**config.mk**
```make
export PLATFORM = sky130hd
export DESIGN_NAME = register_file
export DESIGN_NICKNAME = d
export VERILOG_FILES = /design/src/rtl/rv_pkg.sv /design/src/rtl/register_file.sv
export SDC_FILE = /design/constraint.sdc
export NUM_CORES = 2
export LEC_CHECK = 0
export BUFFER_PORTS_ARGS = -buffer_cell sky130_fd_sc_hd__buf_4
export CORE_MARGIN = 2
export CORE_UTILIZATION = 25
export CTS_BUF_LIST = sky130_fd_sc_hd__clkbuf_8
export DETAILED_ROUTE_END_ITERATION = 6
export PLACE_DENSITY = 0.46
export SYNTH_ARGS = -nofsm -noshare
export SYNTH_HDL_FRONTEND = slang
export SYNTH_SLANG_ARGS = --single-unit
```
**constraint.sdc**
```tcl
create_clock -name clk -period 87.8 [get_ports clk]
set_input_delay 8.78 -clock clk [delete_from_list [all_inputs] [get_ports clk]]
set_output_delay 8.78 -clock clk [all_outputs]
set_load 0.02 [all_outputs]
```
**src/rtl/rv_pkg.sv**
```systemverilog
// Shared RV32I architectural constants used by the register file,
// decoder and hazard logic.
package rv_pkg;

    localparam int unsigned XLEN     = 32;
    localparam int unsigned NREGS    = 32;
    localparam int unsigned AW       = $clog2(NREGS);
    localparam int unsigned REG_ZERO = 0;

endpackage : rv_pkg

```
**src/rtl/register_file.sv**
```systemverilog
// RV32I integer register file: two combinational read ports and one
// synchronous write port; x0 is hardwired to zero at the read mux.
module register_file #(
    parameter int unsigned XLEN  = rv_pkg::XLEN,
    parameter int unsigned NREGS = rv_pkg::NREGS,
    parameter int unsigned AW    = rv_pkg::AW
) (
    input  logic            clk,
    input  logic            rst,
    input  logic            WE3,
    input  logic [AW-1:0]   RA1,
    input  logic [AW-1:0]   RA2,
    input  logic [AW-1:0]   WA3,
    input  logic [XLEN-1:0] WD3,
    output logic [XLEN-1:0] RD1,
    output logic [XLEN-1:0] RD2
);
    import rv_pkg::*;

    localparam logic [AW-1:0] ZERO_ADDR = AW'(REG_ZERO);

    generate
        if (AW != $clog2(NREGS)) begin : g_bad_aw
            $error("register_file: AW must equal clog2(NREGS)");
        end
    endgenerate

    // Entry 0 of the read view is a constant, so no storage exists for x0.
    logic [NREGS-1:0][XLEN-1:0] rf_view;
    logic [NREGS-1:0]           wr_sel;

    assign rf_view[0] = '0;
    assign wr_sel[0]  = 1'b0;

    generate
        for (genvar i = 1; i < NREGS; i++) begin : g_reg
            logic [XLEN-1:0] reg_q;
            logic [XLEN-1:0] reg_d;

            assign wr_sel[i] = WE3 && (WA3 == AW'(i));

            always_comb begin
                reg_d = reg_q;
                if (wr_sel[i]) begin
                    reg_d = WD3;
                end
            end

            always_ff @(posedge clk or posedge rst) begin
                if (rst) begin
                    reg_q <= '0;
                end else begin
                    reg_q <= reg_d;
                end
            end

            assign rf_view[i] = reg_q;
        end
    endgenerate

    always_comb begin
        RD1 = rf_view[RA1];
        RD2 = rf_view[RA2];
        if (RA1 == ZERO_ADDR) begin
            RD1 = '0;
        end
        if (RA2 == ZERO_ADDR) begin
            RD2 = '0;
        end
    end

endmodule : register_file

```
After elaboration in Yosys (flattened, before gate mapping)

Cells that the tools add are included.

Register bits after elaboration: 992
Bits of input ports: 50
Output and inout bits: 64
Logic and storage cells: 103

Order comparisons: 2
Equality and inequality tests: 31
Multiplexer cells: 6
Reductions and logical operators: 33

Operator list:

| kind                                                                          | count |
|---|---|
| 32-bit binary-select mux with 5-bit select                                    | 2 |
| 32-bit 2-to-1 mux                                                             | 4 |
| 5-bit equality test (second input constant)                                   | 16 |
| 5-bit by 4-bit equality test with 1-bit output (second input constant)        | 8 |
| 1-bit logical AND                                                             | 31 |
| 5-bit by 3-bit equality test with 1-bit output (second input constant)        | 4 |
| 5-bit by 6-bit less-than comparator with 1-bit output (second input constant) | 2 |
| 5-bit by 2-bit equality test with 1-bit output (second input constant)        | 2 |
| 5-bit logical NOT                                                             | 2 |
| 5-bit by 1-bit equality test with 1-bit output (second input constant)        | 1 |

Longest topological paths before layout

Word-level depth: 3
Depth in mapped cells: 9
Mapped depth without buffers: 5

Least setup slack after synthesis

No wires, ideal clock.

Kind: input-to-output
Start point: input RA2[0]
End point: output RD2[22]
Data arrival time: 10.376 ns
Data required time: 79.020 ns
Path slack: 68.644 ns
Cell stages on the path: 8
Path buffers: 3
Path through: buf_6 > buf_4 > buf_2 > mux4_2 > nand2_1 > nand3_1 > o211ai_1 > o21ai_0

Longest elaborated chain between the ends: 3
Elaborated cells between the ends (all ways): 4
Those cells by class: mux (3); reduce/logical (1)

Ends and longest elaborated chain:

| item                                       | RTL line            | text |
|---|---|---|
| from (decl)                                | register_file.sv:12 | `input logic [AW-1:0] RA2,` |
| 32-bit binary-select mux with 5-bit select | register_file.sv:63 | `RD2 = rf_view[RA2];` |
| 32-bit 2-to-1 mux (not written as such)    | register_file.sv:63 |  |
| 32-bit 2-to-1 mux (*)                      | register_file.sv:67 | `if (RA2 == ZERO_ADDR) begin` |
| to (decl)                                  | register_file.sv:16 | `output logic [XLEN-1:0] RD2` |

Mark *: on every way between the ends. The rest lies on a longest branch, timed or not. The select of a mux whose other input is x is not followed.

Final worst setup path

Start point: input RA2[0]
End point: output RD2[7]

Same word-level chain as after synthesis.

==> flow_summary.toml <==
[global_route]
first_global_vias = 36310
grt_usage_pct = 17.2
grt_max_degree = 156
antenna_found_initial = 6
grt_overflow = 0
grt_pass1_wl_um = 274000

[route]
routed_via_density = 5.12
wl_per_cell_um = 28.2
totalWireLength_um = 188000
firstDrtPassIters = 7
vias = 34281
post-route-drc-count = 0
postRouteAntennaNets = 0
first_iter_violations = 2234

[placement]
numPortBuffers = 113
dp_cells = 6358
gp_congestion = 0.749
hpwl_um = 101000

[power_and_ir_drop]
irDropWorstVdd_v = 0.0000138
powerDensity_nw_per_um2 = 22.1
p_leak_nw = 25.9

[yosys]
synth-async-reset-ratio_pct = 100
synth_area_sq_um = 53500
ys_ff_latch = 992
synthAdderAreaFrac_pct = 0
synthSimpleGateAreaFrac_pct = 3.62
avgSynthCellArea_sq_um = 14.2
synth_edf_count = 0
synth_compound_area_share_pct = 3.95
ys_types = 40
yosys.area.top_type = "dfrtp_1"
synth_area_leaders = "dfrtp_1 46%, mux2_2 22%, mux4_2 17%"
netlist.area_leader.share_pct = 46.4
synth_cells = 3759
synth_top_family_by_area = "multiplexers"
syn_nets = 3809
synthMuxAreaShare_pct = 42.5
post_synth_xor_area_fraction_pct = 0
ys.flop_type = "dfrtp_1"
seq_area_frac_synth_pct = 46.4
yosysWarnings = 0

[clock_tree]
insertion_delay_ns = 0.92
ctsLongestPathBuffers = 3
post_cts_buffers = 0
cts_buffers = 184
cts_tree = "yes"
cts_root_buf = "clkbuf_8"
htreeDepth = 4
cts_sinks = 992
cts_hold_buffers = 0
path_clk_slew_ns = 0.06
cts_resized = 0

[sta]
setup_viol = 0
setup_tns_ns = 0
tightest_slew_ns = 1.18
drv_slew = 0
min_period_over_period_pct = 24.5
fin_crit_ns = 21.47
finalClockSkew_ns = 0
relSlewSlack_pct = 20.9
finalHoldViolCount = 0
clock.fmax_mhz = 46.6
rsz0062_at_grt = "false"

[cells_and_area]
final_layout_size_suffix_gt1_share_pct = 49.4
fin_util_pct = 28.5
multiInputGateArea_sq_um = 27000
syn_to_final_growth_pct = 13.0
reg_top3 = "g.reg_q (992)"
regMostFlops = "g.reg_q"
seqCellArea_sq_um = 24800
layout_commonest_cell = "mux2_2"
largest_reg_flops = 992
fin_nets = 3774
final_cells = 6689
n_fill_cell = 21710
mostFrequentLayoutCells = "1040 x mux2_2, 992 x dfrtp_1, 399 x mux4_2"

[critical_path]
crit_fanout = 47
regToRegStartpoint = "g_reg[7].reg_q[24]$_DFFE_PP0P_"
reg2reg_slack_ns = 86.99
crit_required_ns = 79.02
worst-setup-path-type = "in -> out"
rr_endpoint = "g_reg[7].reg_q[24]$_DFFE_PP0P_"
r2r.worst_path.cells = 1
critPathCaptureType = "primary output"
cp.arrival_ns = 12.69
start_kind = "input pin"

[die]
pin_count = 114
fp.dieW_um = 467
num_rows = 169
die_area_sq_um = 218000
start_util_pct = 25.2
fp.coreArea_sq_um = 212000
die_h_um = 467

[min_path]
min_from = "g_reg[24].reg_q[21]$_DFFE_PP0P_"
worst_hold_path.endpoint = "g_reg[24].reg_q[21]$_DFFE_PP0P_"
hp-class = "reg -> reg"
min_path_cells = 1

[outcome]
status = "completed"

[flow_run]
cap_violations = 0
## worst max-delay path by stage
stage / cells past startpoint / start / end / slack, ns
4_1_cts: 9 / RA2[0] / RD2[1] / 66.11
2_1_floorplan: 1 / rst / g_reg[10].reg_q[0]$_DFFE_PP0P_ / 51.11
3_3_place_gp: 9 / RA2[0] / RD2[15] / 66.05
5_1_grt: 9 / RA2[0] / RD2[1] / 66.00
3_5_place_dp: 9 / RA2[0] / RD2[1] / 66.11
6_report: 9 / RA2[0] / RD2[7] / 66.33
## metal layers
metal | global-route usage [%] | wire (um) | part of all wire, % | up-vias
li1 | - | - | - | 14293
met1 | 22.3 | 81700 | 43 | 18797
met2 | 29.6 | 93800 | 50 | 871
met3 | 2.62 | 7400 | 3.9 | 318
met4 | 5.23 | 5320 | 2.8 | 2
met5 | 0 | 13 | 0.0069 | -
## synthesized netlist by cell type, types with 2 or more instances
cell / n
a21oi_1: 103
o221ai_1: 20
mux2_2: 1040
nand3_1: 43
clkbuf_1: 183
nand4b_1: 3
nor2b_1: 70
mux4_1: 4
o32a_1: 20
o211ai_1: 38
and3_1: 4
nand2_1: 187
buf_1: 45
buf_6: 8
a22oi_1: 12
nor3b_2: 2
mux4_2: 399
a2111oi_0: 3
mux2_1: 22
buf_4: 23
nand3b_1: 3
nand2b_1: 5
a311oi_1: 6
nor3_1: 41
mux2i_1: 168
a31oi_1: 3
or3_1: 4
a221oi_1: 59
a41oi_1: 2
buf_12: 2
nor2_1: 56
buf_2: 143
dfrtp_1: 992
o21ai_0: 40
## cells by family after synthesis
family | count (synthesis)
mux | 1633
compound gates | 308
buf+inv | 406
simple gates | 420
flops | 992
## through the flow
stage	total power, W	hold WS [ns]	worst slack, ns	cell area (sq um)
final	0.00133	0.512	66.33	60400
after global routing	0.00141	0.527	66.00	60400
after CTS	0.00135	0.515	66.11	60400
after detailed placement	0.000909	0.494	66.11	56900
after global placement	0.000903	0.493	66.05	56900
after floorplan	0.000824	0.471	51.11	53500
## worst max-delay path, stage by stage
cell and delay, ns:
buf_8 0.43, buf_4 0.70, buf_4 0.78, nor2b_4 0.52
buf_4 0.49, a21oi_1 0.12, a21oi_1 0.13, o21ai_0 0.30
buf_4 0.31
## cell type report
class	count	area share [%]
Tap cell	2821	5.84
Clock buffer	224	5.10
Multi-Input combinational cell	2361	44.8
Antenna cell	8	0.0331
Clock inverter	98	0.739
Timing Repair Buffer	183	2.42
Sequential cell	992	41.1
Inverter	2	0.0290
## power breakdown
group	internal [W]	switching, W
sequential	0.000547	0.0000637
clock	0.000229	0.000208
combinational	0.000166	0.000121
No activity file was read; power rests on OpenSTA's default activity.
